## config.mk

```make
export PLATFORM = sky130hd
export DESIGN_NAME = brushless_comm
export DESIGN_NICKNAME = d
export VERILOG_FILES = /design/src/rtl/brushless_pkg.sv /design/src/rtl/hall_sync.sv /design/src/rtl/brushless_comm.sv
export SDC_FILE = /design/constraint.sdc
export NUM_CORES = 1
export LEC_CHECK = 0
export BUFFER_PORTS_ARGS = -buffer_cell sky130_fd_sc_hd__buf_4
export CAP_MARGIN = 40
export CORE_AREA = 2 2 67 76
export CTS_CLUSTER_SIZE = 40
export DETAILED_ROUTE_END_ITERATION = 10
export DIE_AREA = 0 0 69 78
export PLACE_DENSITY = 0.75
export RECOVER_POWER = 25
export SYNTH_ARGS = -nofsm -noshare
export SYNTH_HDL_FRONTEND = slang
export SYNTH_SLANG_ARGS = --single-unit
```

## constraint.sdc

```tcl
create_clock -name clk -period 2.21 [get_ports clk]
set_input_delay 0.3315 -clock clk [delete_from_list [all_inputs] [get_ports clk]]
set_output_delay 0.3315 -clock clk [all_outputs]
set_load 0.1 [all_outputs]
```

## src/rtl/brushless_pkg.sv

```systemverilog
`default_nettype none
// ============================================================================
// Module  : brushless_pkg
// Brief   : Phase-mode type, legal sector codes and sector/gate decode helpers
// Revision: 1.0
// ============================================================================
package brushless_pkg;

  typedef enum logic [1:0] {
    OFF = 2'd0,
    FWD = 2'd1,
    REV = 2'd2
  } phase_mode_t;

  typedef struct packed {
    phase_mode_t grn;
    phase_mode_t ylw;
    phase_mode_t blu;
  } phase_modes_t;

  localparam logic [2:0] c_SECT_101 = 3'b101;
  localparam logic [2:0] c_SECT_100 = 3'b100;
  localparam logic [2:0] c_SECT_110 = 3'b110;
  localparam logic [2:0] c_SECT_010 = 3'b010;
  localparam logic [2:0] c_SECT_011 = 3'b011;
  localparam logic [2:0] c_SECT_001 = 3'b001;

  function automatic logic sector_legal(input logic [2:0] sect);
    return (sect != 3'b000) && (sect != 3'b111);
  endfunction

  function automatic phase_modes_t sector_to_modes(input logic [2:0] sect);
    phase_modes_t m;
    m.grn = OFF;
    m.ylw = OFF;
    m.blu = OFF;
    case (sect)
      c_SECT_101: begin m.grn = FWD; m.ylw = REV; end
      c_SECT_100: begin m.grn = FWD; m.blu = REV; end
      c_SECT_110: begin m.ylw = FWD; m.blu = REV; end
      c_SECT_010: begin m.grn = REV; m.ylw = FWD; end
      c_SECT_011: begin m.grn = REV; m.blu = FWD; end
      c_SECT_001: begin m.ylw = REV; m.blu = FWD; end
      default:    ;
    endcase
    return m;
  endfunction

  // Returns {high, low}; braking shorts every phase through its low side.
  function automatic logic [1:0] phase_gates(input phase_mode_t mode, input logic pwm1,
                                             input logic pwm2, input logic brake_n);
    logic [1:0] g;
    g = 2'b00;
    if (!brake_n) begin
      g = {1'b0, pwm2};
    end else begin
      case (mode)
        FWD:     g = {pwm1, pwm2};
        REV:     g = {pwm2, pwm1};
        default: g = 2'b00;
      endcase
    end
    return g;
  endfunction

endpackage
`default_nettype wire

```

## src/rtl/hall_sync.sv

```systemverilog
`default_nettype none
// ============================================================================
// Module  : hall_sync
// Brief   : SYNC_STAGES-deep flop chain for one asynchronous hall sensor
// Revision: 1.0
// ============================================================================
module hall_sync #(
  parameter int SYNC_STAGES = 2
) (
  input  logic clk,
  input  logic rst,
  input  logic async_i,
  output logic sync_o
);

  logic [SYNC_STAGES-1:0] chain_q;

  always_ff @(posedge clk) begin
    if (rst) begin
      chain_q <= '0;
    end else begin
      chain_q <= {chain_q[SYNC_STAGES-2:0], async_i};
    end
  end

  assign sync_o = chain_q[SYNC_STAGES-1];

endmodule
`default_nettype wire

```

## src/rtl/brushless_comm.sv

```systemverilog
`default_nettype none
// ============================================================================
// Module  : brushless_comm
// Brief   : Hall-sector commutation, regen brake and commutation-period timer
// Revision: 1.0
// ============================================================================
module brushless_comm
  import brushless_pkg::*;
#(
  parameter int PERIOD_W    = 16,
  parameter int SYNC_STAGES = 2
) (
  input  logic                clk,
  input  logic                rst,
  input  logic                hallGrn,
  input  logic                hallYlw,
  input  logic                hallBlu,
  input  logic                PWM1,
  input  logic                PWM2,
  input  logic                PWM_synch,
  input  logic                brake_n,
  output logic                highGrn,
  output logic                lowGrn,
  output logic                highYlw,
  output logic                lowYlw,
  output logic                highBlu,
  output logic                lowBlu,
  output logic [2:0]          rot_state,
  output logic                hall_err,
  output logic [PERIOD_W-1:0] comm_period,
  output logic                comm_vld,
  output logic                stall
);

  localparam logic [PERIOD_W-1:0] c_CNT_MAX = '1;

  logic [2:0]          hall_s;
  logic [2:0]          rot_q, rot_d;
  logic [PERIOD_W-1:0] cnt_q, cnt_d, cnt_inc;
  logic [PERIOD_W-1:0] period_q, period_d;
  logic                vld_q, vld_d;
  logic                stall_q, stall_d;
  logic [5:0]          gates_q, gates_d;
  phase_modes_t        modes;

  hall_sync #(.SYNC_STAGES(SYNC_STAGES)) u_sync_grn (
    .clk(clk), .rst(rst), .async_i(hallGrn), .sync_o(hall_s[2]));
  hall_sync #(.SYNC_STAGES(SYNC_STAGES)) u_sync_ylw (
    .clk(clk), .rst(rst), .async_i(hallYlw), .sync_o(hall_s[1]));
  hall_sync #(.SYNC_STAGES(SYNC_STAGES)) u_sync_blu (
    .clk(clk), .rst(rst), .async_i(hallBlu), .sync_o(hall_s[0]));

  // The reported period is the elapsed clock count including the sampling edge.
  always_comb begin
    cnt_inc  = (cnt_q == c_CNT_MAX) ? cnt_q : cnt_q + 1'b1;
    rot_d    = rot_q;
    cnt_d    = cnt_inc;
    period_d = period_q;
    vld_d    = 1'b0;
    stall_d  = stall_q;
    if (PWM_synch) begin
      rot_d = hall_s;
      if (sector_legal(hall_s) && (hall_s != rot_q)) begin
        cnt_d = '0;
        if (sector_legal(rot_q)) begin
          period_d = cnt_inc;
          vld_d    = 1'b1;
          stall_d  = 1'b0;
        end
      end
    end
    if (cnt_d == c_CNT_MAX) begin
      stall_d = 1'b1;
    end
  end

  always_comb begin
    modes   = sector_to_modes(rot_q);
    gates_d = {phase_gates(modes.grn, PWM1, PWM2, brake_n),
               phase_gates(modes.ylw, PWM1, PWM2, brake_n),
               phase_gates(modes.blu, PWM1, PWM2, brake_n)};
  end

  always_ff @(posedge clk) begin
    if (rst) begin
      rot_q    <= 3'b000;
      cnt_q    <= '0;
      period_q <= '0;
      vld_q    <= 1'b0;
      stall_q  <= 1'b0;
      gates_q  <= 6'b000000;
    end else begin
      rot_q    <= rot_d;
      cnt_q    <= cnt_d;
      period_q <= period_d;
      vld_q    <= vld_d;
      stall_q  <= stall_d;
      gates_q  <= gates_d;
    end
  end

  assign {highGrn, lowGrn, highYlw, lowYlw, highBlu, lowBlu} = gates_q;
  assign rot_state   = rot_q;
  assign hall_err    = !sector_legal(rot_q);
  assign comm_period = period_q;
  assign comm_vld    = vld_q;
  assign stall       = stall_q;

endmodule
`default_nettype wire

```

==> impl_metrics.csv <==
group,metric,value,unit
run_status,run_status,"completed",
pwr,comb_power_share,0.091,
clocking,cts.repair.resized,0,
placement,place_inst,348,
worst_setup_path,regToRegEndpoint,"stall$_SDFFE_PP0P_",
logic_synthesis,syn_area,2240,um^2
worst_setup_path,slowest_stage,"dfxtp_4",
worst_setup_path,critical_path.cell_chain,"ha_4, and4_1, a41o_2, o31ai_1, nor4_1, nand3_1, o31ai_2",
hold_path,hold_class,"in2reg",
logic_synthesis,syn_nets,274,
route,post_drt_wl_per_cell,13.0,um
grt,grt_util_all_layers,0.177,
worst_setup_path,crit_path_max_fanout,7,
pwr,part_of_the_total_power_dissipated_in_sequential_elements,0.542,
grt,grt_max_degree,33,
pwr,vdd.ir_drop.worst,0.451,mV
hold_path,hold_wc_startpoint,"hallBlu",
logic_synthesis,xor_xnor_portion_of_the_synthesized_cell_area,0.0390,
clocking,worst_setup_hold_path_clk_slew,0.09,ns
floorplanning,dieHeight,78,um
final_layout,area.growth.synth_to_final,22.5,%
placement,dp_hpwl,3360,um
pwr,clock_power_share,0.368,
clocking,cts_root_buffer,"clkbuf_8",
route,detail_route.wirelength.met1,2150,um
sta,tns_setup,0,ns
pwr,power-per-cell-area,615,nW/um^2
worst_setup_path,ff2ff_setup_slack,0.15,ns
sta,slew_viol_final,0,
floorplanning,dieArea,5380,um^2
clocking,hold_buffers,0,
floorplanning,initial_standard_cell_utilization_of_the_core,0.493,
placement,io_buffers,36,
floorplanning,placementRows,26,
route,wl,4630,um
worst_setup_path,timing.reg2reg.worst_path_depth,7,
logic_synthesis,synth-compound-area-share,0.117,
logic_synthesis,syn-mean-instance-area,8.76,um^2
route,route.vias.total,1907,
floorplanning,placeableCoreArea,4550,um^2
route,vias_per_cell,5.36,
route,dr_wl_met3,207,um
pwr,power.leakage,1.07,nW
grt,grt_pass1_wl,7830,um
worst_setup_path,critPathKind,"reg2reg",
pwr,switching_power,0.000410,W
logic_synthesis,ys_seq_area_frac,0.437,
worst_setup_path,cp-startpoint,"cnt_q[0]$_SDFF_PP0_",
final_layout,non_filler_instances,356,
sta,final_hold_viol_count,0,
final_layout,n_antenna_cell,0,
worst_setup_path,startpoint_type,"flop",
pwr,sw_frac_of_total,0.243,
floorplanning,die_width,69,um
worst_setup_path,critPathBufInv,0,
sta,fin_crit_sh,0.932,
logic_synthesis,postSynthRegisterBits,49,
flow_run,max_cap_viol_count,0,
final_layout,most_common_cell_after_layout_fill_and_taps_aside,"nor2_1",
grt,gr-total-overflow,0,
sta,grt_setup_unrepaired,"no",
logic_synthesis,synth_mux_area_frac,0.0452,
route,drt_iter0_markers,116,
clocking,cts.sinks,49,
sta,hold-worst-slack,0.236,ns
route,wl_met2,2190,um
sta,min_tclk_post_route,2.06,ns
logic_synthesis,yosys.area_share.simple,0.272,
clocking,post-cts-setup-buffer-count,0,
worst_setup_path,worstReg2RegStart,"cnt_q[0]$_SDFF_PP0_",
placement,routabilityCongestion,0.913,
logic_synthesis,synth_top_family_by_area,"simple AND/OR/NAND/NOR gates",
final_layout,nets,317,
clocking,cts-buffers-inserted,5,
sta,clock-skew-final,0.00601,ns
sta,timing.max_slew.rel_slack,0.222,
clocking,clk_latency,0.30,ns
route,drt_drc_violations_left,0,
worst_setup_path,critical_path.max_stage_delay,0.40,ns
clocking,htree_levels,2,
logic_synthesis,post_synth_fa_ha_maj_area_fraction,0.0502,
route,top_signal_layer_used,"met4",
sta,maxClockFrequency,486,MHz
logic_synthesis,yosys_most_used_dff,"dfxtp_1",
grt,number_of_global_route_vias_before_repair,1692,
logic_synthesis,synthArstFlopShare,0,
floorplanning,ioPinCount,37,
grt,antenna_violations_before_repair,0,
route,drt-pass1-iter-count,4,
clocking,cts-root-to-sink-buffers,2,
sta,final-setup-viol-count,0,
worst_setup_path,path_delay_family,"simple AND/OR/NAND/NOR gates",
pwr,p_int,0.00128,W
logic_synthesis,number_of_standard_cells_after_synthesis,256,
route,postRouteAntennaNets,0,
logic_synthesis,synth.lib_cells_used.distinct,45,
sta,worst_pin_slew,1.17,ns
hold_path,min_to,"u_sync_blu.chain_q[0]$_SDFF_PP0_",
clocking,cts_tree,"done",
final_layout,share_of_layout_cells_above_drive_strength_1,0.220,
final_layout,layout_common_cells,"52 x nor2_1, 42 x dfxtp_1, 40 x buf_4, 13 x a21oi_1, 11 x nand2_1",
final_layout,final_design_area_no_fill,2750,um^2
worst_setup_path,cp_data_required_time,2.43,ns
placement,placed_cell_area,2670,um^2
hold_path,holdPathStages,2,
worst_setup_path,arrival_time_at_the_worst_endpoint,2.28,ns
logic_synthesis,yosys_warnings,0,
worst_setup_path,worstSetupEndpointType,"flop",
logic_synthesis,synth_enable_flop_cells,0,
-- cell type report --
class / instances / area (um^2)
Fill cell: 417 / 1810
Tap cell: 56 / 70.1
Timing Repair Buffer: 48 / 330
Clock buffer: 5 / 68.8
Multi-Input combinational cell: 186 / 1200
Sequential cell: 49 / 1000
Clock inverter: 3 / 41.3
Inverter: 9 / 33.8
-- worst max-delay path by stage --
stage	endpoint	slack (ns)	cells after the start
3_3_place_gp	stall$_SDFFE_PP0P_	0.22	7
3_5_place_dp	stall$_SDFFE_PP0P_	0.12	7
6_report	stall$_SDFFE_PP0P_	0.15	7
2_1_floorplan	comm_period[4]$_SDFFE_PP0P_	-0.003	8
5_1_grt	comm_period[8]$_SDFFE_PP0P_	0.01	6
4_1_cts	stall$_SDFFE_PP0P_	0.1	7
-- sequential cells by signal, indices dropped and copies added (netlist names) --
register and count:
cnt_q 16, comm_period 16, gates_q 6, rot_state 3, u_sync_blu.chain_q 2, u_sync_grn.chain_q 2
u_sync_ylw.chain_q 2, comm_vld 1, stall 1
-- cell usage after synthesis (all sizes together) (2+ instances only) --
cell | instances | share of area
a211oi | 10 | 0.033
a21oi | 14 | 0.033
a22oi | 3 | 0.010
and3 | 2 | 0.0056
buf | 5 | 0.012
clkbuf | 7 | 0.012
dfxtp | 49 | 0.44
ha | 9 | 0.050
inv | 9 | 0.015
mux2i | 9 | 0.040
nand2 | 11 | 0.018
nand2b | 2 | 0.0056
nand3 | 10 | 0.025
nand3b | 3 | 0.010
nand4 | 7 | 0.029
nand4b | 2 | 0.0078
nor2 | 52 | 0.087
nor2b | 7 | 0.020
nor3 | 10 | 0.025
nor3b | 2 | 0.0067
nor4 | 4 | 0.018
o21ai | 6 | 0.013
o31ai | 2 | 0.0089
or3 | 2 | 0.0056
xnor2 | 5 | 0.020
xor2 | 5 | 0.020
-- power by group through the flow --
| stage | Sequential (W) | Clock (W) | Combinational [W] |
|---|---|---|---|
| after floorplan | 0.000968 | 0 | 0.0000791 |
| after global placement | 0.000934 | 0 | 0.000155 |
| after detailed placement | 0.000935 | 0 | 0.000157 |
| after CTS | 0.000914 | 0.000641 | 0.000157 |
| after global routing | 0.000918 | 0.000683 | 0.000168 |
| final | 0.000915 | 0.000621 | 0.000154 |
-- stage by stage --
stage	worst slack [ns]	util	total power, W
final	0.150	0.604	0.00169
after floorplan	-0.00261	-	0.00105
after CTS	0.0964	0.610	0.00171
after detailed placement	0.122	0.586	0.00109
after global placement	0.223	0.586	0.00109
after global routing	0.0137	0.604	0.00177
-- cell families (layout without fill, tap and decap cells) --
logic type,Yosys count,after routing
mux,10,10
simple gates,117,117
fa+ha+maj,9,9
compound gates,40,40
buf+inv,21,65
flops,49,49
xor+xnor,10,10
-- layer usage --
metal  global-route usage  vias to the layer above
met5                    0                        -
met4               0.0804                        0
met3               0.0403                        9
met2                0.275                       47
met1                0.235                      870
li1                     -                      981
Note: power is estimated with default switching activity, not from simulation.
